File: src/rtl/ahb_cache_arbiter.sv
// Shares one AHB-Lite master port between the I-cache and D-cache miss paths.
// One SINGLE transfer at a time; round-robin on simultaneous requests; misaligned requests never reach the bus.
module ahb_cache_arbiter #(
   parameter logic [3:0] I_HPROT = 4'b0010,
   parameter logic [3:0] D_HPROT = 4'b0011
) (
   input  logic        clk,
   input  logic        reset,
   input  logic        i_req,
   input  logic [31:0] i_addr,
   output logic        i_gnt,
   output logic [31:0] i_rdata,
   output logic        i_done,
   output logic        i_err,
   input  logic        d_req,
   input  logic [31:0] d_addr,
   input  logic        d_write,
   input  logic [2:0]  d_size,
   input  logic [31:0] d_wdata,
   output logic        d_gnt,
   output logic [31:0] d_rdata,
   output logic        d_done,
   output logic        d_err,
   output logic [31:0] HADDR,
   output logic [2:0]  HBURST,
   output logic        HMASTLOCK,
   output logic [3:0]  HPROT,
   output logic [2:0]  HSIZE,
   output logic [1:0]  HTRANS,
   output logic [31:0] HWDATA,
   output logic        HWRITE,
   input  logic [31:0] HRDATA,
   input  logic        HREADY,
   input  logic        HRESP
);

   typedef enum logic [1:0] {IDLE, ADDR, DATA, REJ} state_t;

   typedef struct packed {
      logic        sel_d;
      logic        write;
      logic [2:0]  size;
      logic [31:0] wdata;
   } xfer_t;

   localparam logic [1:0] TR_IDLE   = 2'b00;
   localparam logic [1:0] TR_NONSEQ = 2'b10;

   state_t      state;
   xfer_t       cur;
   xfer_t       nxt;
   logic [31:0] nxt_addr;
   logic        nxt_bad;
   logic        any_req;
   logic        last_d;
   logic        err_seen;
   logic        data_err;
   logic [31:0] data_rdata;

   assign HBURST    = 3'b000;
   assign HMASTLOCK = 1'b0;

   function automatic logic [31:0] lanes(input logic [2:0] size, input logic [31:0] w);
      case (size)
         3'd0:    return {4{w[7:0]}};
         3'd1:    return {2{w[15:0]}};
         default: return w;
      endcase
   endfunction

   // Arbitration: a tie goes to whichever port did not own the previous transfer.
   always_comb begin
      nxt       = '0;
      any_req   = i_req | d_req;
      nxt.sel_d = d_req & (~i_req | ~last_d);
      nxt.write = nxt.sel_d & d_write;
      nxt.size  = nxt.sel_d ? d_size : 3'd2;
      nxt.wdata = nxt.sel_d ? d_wdata : 32'h0;
      nxt_addr  = nxt.sel_d ? d_addr : i_addr;
      if (nxt.sel_d)
         nxt_bad = (d_size > 3'd2) ||
                   (d_size == 3'd1 && d_addr[0]) ||
                   (d_size == 3'd2 && d_addr[1:0] != 2'b00);
      else
         nxt_bad = (i_addr[1:0] != 2'b00);
   end

   // An ERROR seen during a wait state must survive until the final ready cycle.
   always_comb begin
      data_err   = HRESP | err_seen;
      data_rdata = (cur.write || data_err) ? 32'h0 : HRDATA;
   end

   always_ff @(posedge clk) begin
      if (reset) begin
         state    <= IDLE;
         cur      <= '0;
         last_d   <= 1'b1;
         err_seen <= 1'b0;
         i_gnt    <= 1'b0;
         i_done   <= 1'b0;
         i_err    <= 1'b0;
         i_rdata  <= 32'h0;
         d_gnt    <= 1'b0;
         d_done   <= 1'b0;
         d_err    <= 1'b0;
         d_rdata  <= 32'h0;
         HADDR    <= 32'h0;
         HPROT    <= D_HPROT;
         HSIZE    <= 3'b010;
         HTRANS   <= TR_IDLE;
         HWDATA   <= 32'h0;
         HWRITE   <= 1'b0;
      end else begin
         i_gnt  <= 1'b0;
         i_done <= 1'b0;
         i_err  <= 1'b0;
         d_gnt  <= 1'b0;
         d_done <= 1'b0;
         d_err  <= 1'b0;
         case (state)
            IDLE: begin
               if (any_req) begin
                  cur      <= nxt;
                  last_d   <= nxt.sel_d;
                  err_seen <= 1'b0;
                  i_gnt    <= ~nxt.sel_d;
                  d_gnt    <= nxt.sel_d;
                  if (nxt_bad) begin
                     state <= REJ;
                  end else begin
                     state  <= ADDR;
                     HTRANS <= TR_NONSEQ;
                     HADDR  <= nxt_addr;
                     HWRITE <= nxt.write;
                     HSIZE  <= nxt.size;
                     HPROT  <= nxt.sel_d ? D_HPROT : I_HPROT;
                  end
               end
            end
            REJ: begin
               state <= IDLE;
               if (cur.sel_d) begin
                  d_done  <= 1'b1;
                  d_err   <= 1'b1;
                  d_rdata <= 32'h0;
               end else begin
                  i_done  <= 1'b1;
                  i_err   <= 1'b1;
                  i_rdata <= 32'h0;
               end
            end
            ADDR: begin
               if (HREADY) begin
                  state  <= DATA;
                  HTRANS <= TR_IDLE;
                  HWDATA <= lanes(cur.size, cur.wdata);
               end
            end
            DATA: begin
               if (!HREADY) begin
                  if (HRESP) err_seen <= 1'b1;
               end else begin
                  state <= IDLE;
                  if (cur.sel_d) begin
                     d_done  <= 1'b1;
                     d_err   <= data_err;
                     d_rdata <= data_rdata;
                  end else begin
                     i_done  <= 1'b1;
                     i_err   <= data_err;
                     i_rdata <= data_rdata;
                  end
               end
            end
            default: state <= IDLE;
         endcase
      end
   end

endmodule

File: config.mk
export PLATFORM = sky130hd
export DESIGN_NAME = ahb_cache_arbiter
export DESIGN_NICKNAME = d
export VERILOG_FILES = /design/src/rtl/ahb_cache_arbiter.sv
export SDC_FILE = /design/constraint.sdc
export NUM_CORES = 1
export LEC_CHECK = 0
export BUFFER_PORTS_ARGS = -buffer_cell sky130_fd_sc_hd__buf_4
export CELL_PAD_IN_SITES_DETAIL_PLACEMENT = 0
export CELL_PAD_IN_SITES_GLOBAL_PLACEMENT = 1
export CORE_MARGIN = 2
export CORE_UTILIZATION = 35
export DETAILED_ROUTE_END_ITERATION = 10
export PLACE_DENSITY_LB_ADDON = 0.1
export RECOVER_POWER = 100
export SYNTH_ARGS = -nofsm -noshare
export SYNTH_HDL_FRONTEND = slang
export SYNTH_SLANG_ARGS = --single-unit
File: constraint.sdc
create_clock -name clk -period 1.95 [get_ports clk]
set_input_delay 0.0975 -clock clk [delete_from_list [all_inputs] [get_ports clk]]
set_output_delay 0.0975 -clock clk [all_outputs]
set_load 0.005 [all_outputs]
**Yosys cells after proc, flatten, opt, wreduce, memory -nomap -nowiden**

Index checks and enable logic that the tools add are counted.

- Register bits after elaboration: 185
- Latch bits: 0
- RAM bits: 0
- Bits in read-only memories: 0
- Output and inout port bits: 148
- Logic and storage cells: 109
- Memories: 0

- $add $sub $neg: 0
- Multipliers: 0
- Divide/modulo/power cells: 0
- $lt $le $gt $ge: 1
- Equality and inequality tests: 16
- Shift operators: 0
- Mux-type cells: 39
- Bitwise operators: 11
- Reductions and logical operators: 21

Operators by type and width:

| operator | number |
|---|---|
| $mux 32 | 9 |
| $pmux 32 s2 | 3 |
| $ne 2x2->1 const B | 10 |
| $reduce_and 4->1 | 4 |
| $mux 1 | 13 |
| $mux 2 | 6 |
| $pmux 1 s2 | 5 |
| $reduce_bool 2->1 | 5 |
| $pmux 2 s4 | 1 |
| $eq 3x1->1 const B | 2 |
| $not 1->1 | 6 |
| $reduce_and 3->1 | 2 |
| $eq 2x2->1 const B | 2 |
| $pmux 2 s2 | 1 |
| $reduce_and 2->1 | 2 |
| $eq 3x2->1 const B | 1 |
| $gt 3x2->1 const B | 1 |
| $logic_not 3->1 | 1 |
| $logic_or 1x1->1 | 3 |
| $mux 3 | 1 |
| $or 1x1->1 | 3 |
| $reduce_or 3->1 | 1 |
| $and 1x1->1 | 2 |
| $eq 2x1->1 const B | 1 |
| other kinds (2) | 3 |

**Longest topological paths before layout**

- Word-level depth: 8
- Depth in mapped cells: 7
- Mapped depth without buffers: 4

**Worst setup path after synthesis**

OpenSTA, ideal clock, no wires.

- Path kind: flip-flop to flip-flop
- From: reg state[0]
- To: reg d_rdata[10]
- Data arrival time: 1.301 ns
- Setup slack: 0.517 ns
- Stages on the path, launching flop included: 8
- Buffers on the path: 3
- Period minus slack after synthesis: 1.433 ns
- Path through: dfxtp_1 -> buf_2 -> o21ai_0 -> or2_2 -> buf_2 -> buf_4 -> nand2_1 -> a21oi_1

- Word-level cells in the longest chain between the ends: 3

RTL lines:

| element | line | source |
|---|---|---|
| start, declared | 49 | `state_t state;` |
| start signal, assigned | 96 | `state <= IDLE;` |
| start signal, assigned | 130 | `state <= REJ;` |
| start signal, assigned | 132 | `state <= ADDR;` |
| $eq 2x2->1 | 121 | `case (state)` |
| $ne 2x2->1 (no source line) or $reduce_bool 2->1 (tied branches) | -- |  |
| $reduce_and 4->1 (no source line) | -- |  |
| end signal, assigned | 168 | `d_rdata <= data_rdata;` |
| end, declared | 21 | `output logic [31:0] d_rdata,` |

Several ways; a longest one is shown, not always the timed one.
A chain may end at the register's enable or synchronous reset.

**Final worst setup path**

- From: in d_req
- To: reg HADDR[9]

- Word-level cells in the longest chain between the ends: 4

RTL lines:

| element | line | source |
|---|---|---|
| start, declared | 15 | `input logic d_req,` |
| $and 1x1->1 | 75 | `nxt.sel_d = d_req & (~i_req \| ~last_d);` |
| $mux 1 | 80 | `if (nxt.sel_d)` |
| $not 1->1 (no source line) | -- |  |
| $reduce_and 3->1 (no source line) | -- |  |
| end signal, assigned | 134 | `HADDR <= nxt_addr;` |
| end, declared | 24 | `output logic [31:0] HADDR,` |

Several ways; a longest one is shown, not always the timed one.

==> metrics.md <==
| Metric | Value |
|---|---|
| Worst hold path cell count | 3 |
| Num CTS Buffers | 17 |
| Fmax | 0.564 GHz |
| VDD IR max | 0.000554 V |
| Wire per inst | 15.4 um |
| Largest net degree at the start of global routing | 69 |
| Delay of the slowest critical-path stage | 560 ps |
| Gr usage total | 0.192 |
| Initial antenna violation count | 0 |
| Vias | 6652 |
| Final Util | 0.523 |
| GP Congestion | 0.755 |
| Most frequent cells in the layout | dfxtp_1, nand2_1, buf_4, clkbuf_4, a21oi_1 |
| Type of the most critical hold path | in -> reg |
| RSZ-0062 raised after global routing | false |
| P&R area growth vs syn | 46.4% |
| Crit path buf inv count | 3 |
| Seq cells post-synth | 181 |
| Setup violations, final | 0 |
| Syn avg cell area | 9.05 um^2 |
| DR pass1 iterations | 5 |
| Setup CP Type | in -> reg |
| Congestion Overflow GR | 0 |
| Synth cell types | 40 |
| R2R Path End | cur[24] |
| Final Power | 8570 uW |
| Most frequent CP cell | buf_4 |
| Core area | 0.0202 mm^2 |
| Worst Tran Pin Value | 736 ps |
| CP max FO | 12 |
| CTS tree | built |
| Residual DRC count | 0 |
| Clk sinks | 181 |
| Post-DRT Antenna Nets | 0 |
| Pwr dens | 810 mW/mm^2 |
| H-tree depth | 4 |
| Crit-path cells | dlygate4sd3_1, buf_4, a21boi_4, nor3_1, o21ai_4, buf_4, mux2i_1 |
| Die area | 0.0218 mm^2 |
| I/O pins | 286 |
| Element type at the critical path start | input pin |
| Via density | 4.75 |
| Die width | 148 um |
| Relative slew slack | 0.509 |
| Die Ht | 148 um |
| Yosys warnings | 0 |
| Clock-pin transition on the worst setup and hold timing paths | 70 ps |
| Commonest non-fill, non-tap cell in the layout | dfxtp_1 |
| Clock buffer depth | 2 |
| Flop2flop setup slack | 210 ps |
| PortBufs | 277 |
| Layout cells sized above 1 | 0.286 |
| Fillers | 1996 |
| Worst path slowest cell | dlygate4sd3_1 |
| P_leak | 0.00442 uW |
| Worst skew pair latency | 430 ps |
| Initial core utilization | 0.357 |
| Seq/Total Area, Yosys | 0.501 |
| DR iter-0 viols | 266 |
| Clk root buf | clkbuf_16 |
| Final Slew Violations | 0 |
| Hold Worst Slack | 37.1 ps |
| Delay-heaviest family, CP | buffers and inverters |
| Worst Setup End Kind | flip-flop |
| Final nets | 1254 |
| Final hold vios | 0 |
| Min-delay src | i_req |
| Final TNS setup | 0 ps |
| Max-Cap Viols | 0 |
| HPWL Detailed | 14700 um |
| CP arrival | 2120 ps |
| Worst r2r src | state[1] |
| Antenna diode count | 0 |
| Synthesized cell area | 0.00723 mm^2 |
| Number of global-route vias before repair | 6583 |
| FF-to-FF path depth | 6 |
| Worst Skew | 12.2 ps |
| Status | finished clean |
| Num rows | 52 |
| First-pass GRT wire length | 33700 um |
| Worst Path Required | 2300 ps |
| Syn Inst Count | 799 |
| Tmin final | 1770 ps |
| DRT Wirelength | 21500 um |
| Worst Hold End | state[0] |
| Crit share post-route | 0.909 |
-- Yosys cell counts --
| cell | n | area (um^2) |
|---|---|---|
| a31oi_1 | 1 | 6.26 |
| nand2_1 | 175 | 657 |
| nor2_1 | 31 | 116 |
| o211ai_1 | 8 | 60.1 |
| nor3_2 | 1 | 10.0 |
| nor3_4 | 2 | 32.5 |
| inv_1 | 1 | 3.75 |
| nor2_2 | 2 | 12.5 |
| a211o_1 | 1 | 8.76 |
| or2_2 | 2 | 12.5 |
| mux2i_1 | 52 | 521 |
| buf_2 | 27 | 135 |
| o21ai_0 | 10 | 50.1 |
| mux2_2 | 32 | 360 |
| buf_6 | 3 | 33.8 |
| buf_1 | 1 | 3.75 |
| nor2b_1 | 1 | 6.26 |
| nand2b_1 | 1 | 6.26 |
| inv_2 | 1 | 3.75 |
| a32o_1 | 1 | 10.0 |
| a21o_1 | 1 | 7.51 |
| o21ai_2 | 1 | 8.76 |
| a211oi_1 | 10 | 75.1 |
| a21bo_1 | 1 | 10.0 |
| o31ai_1 | 2 | 15.0 |
| o21a_2 | 1 | 8.76 |
| a22o_1 | 33 | 289 |
| nor3_1 | 7 | 35.0 |
| nor4_1 | 1 | 6.26 |
| a311oi_1 | 8 | 70.1 |
| a21oi_1 | 82 | 410 |
| buf_4 | 18 | 135 |
| clkbuf_1 | 27 | 101 |
| nand3_1 | 66 | 330 |
| dfxtp_1 | 181 | 3620 |
| and2_1 | 1 | 6.26 |
| a21boi_4 | 1 | 18.8 |
| and3_1 | 2 | 12.5 |
| conb_1 | 2 | 7.51 |
| and3b_1 | 1 | 8.76 |
-- cell type report --
type	count	area (um^2)	area share
sequential	181	3620	0.342
inverter	2	7.51	0.000709
clock inverter	12	136	0.0129
tap	270	338	0.0319
clock buffer	20	437	0.0413
timing repair buffer	368	2810	0.265
multi-input combinational	546	3230	0.306
-- cells by family (layout without fill, tap and decap cells) --
kind of cell / count (synthesis) / count (layout) / share of synthesized area
AO/OA/AOI/OAI: 161 / 161 / 0.145
flip-flops: 181 / 181 / 0.501
multiplexers: 84 / 84 / 0.122
other: 2 / 8 / 0.00104
AND/OR/NAND/NOR: 293 / 293 / 0.173
buffers and inverters: 78 / 402 / 0.0576
-- worst min-delay path, cell delays in order --
cell	delay, ps
buf_4	120
o31ai_1	70
nor3_1	110
-- routing by layer --
metal,global-route usage,wire [um]
met2,0.322,10400
met4,0.0563,227
met1,0.242,9650
met5,0,0
met3,0.0519,1280
-- report_power, final --
part           leakage, uW  switching (uW)  total [uW]  internal, uW
Clock             0.000275            1560        3380          1820
Sequential         0.00147             106        3940          3840
Combinational      0.00268             616        1250           632
Total              0.00442            2280        8570          6290
-- timing repair --
item                                   CTS  global route
setup buffers                            0             0
gates resized for setup                  0             0
hold buffers                            69             0
setup endpoints to repair                0             0
endpoints found under the hold margin  103             0
-- flip-flops by register name, summed over array words and instances, names as in the netlist, 2 cells and up --
register / flops
HADDR: 32
HSIZE: 3
HWDATA: 32
cur: 37
d_rdata: 32
i_rdata: 32
state: 2
-- worst max-delay path by stage --
stage | start | to | slack [ps] | depth (start not counted)
5_1_grt | state[0] | HWDATA[21] | 30 | 5
3_3_place_gp | last_d | HADDR[14] | 280 | 5
3_5_place_dp | last_d | HADDR[10] | 220 | 5
4_1_cts | d_req | HADDR[9] | 180 | 7
2_1_floorplan | state[0] | d_rdata[10] | 520 | 7
6_report | d_req | HADDR[9] | 180 | 7
-- metrics by stage --
stage               instances  setup WS (ps)  instance area [um^2]
finish                   1399            177                 10600
global route             1399           32.4                 10600
CTS                      1399            180                 10800
detailed placement       1298            222                  9550
global placement         1298            276                  9550
floorplan                 805            517                  7250
Power figures use the tool's default switching activity.
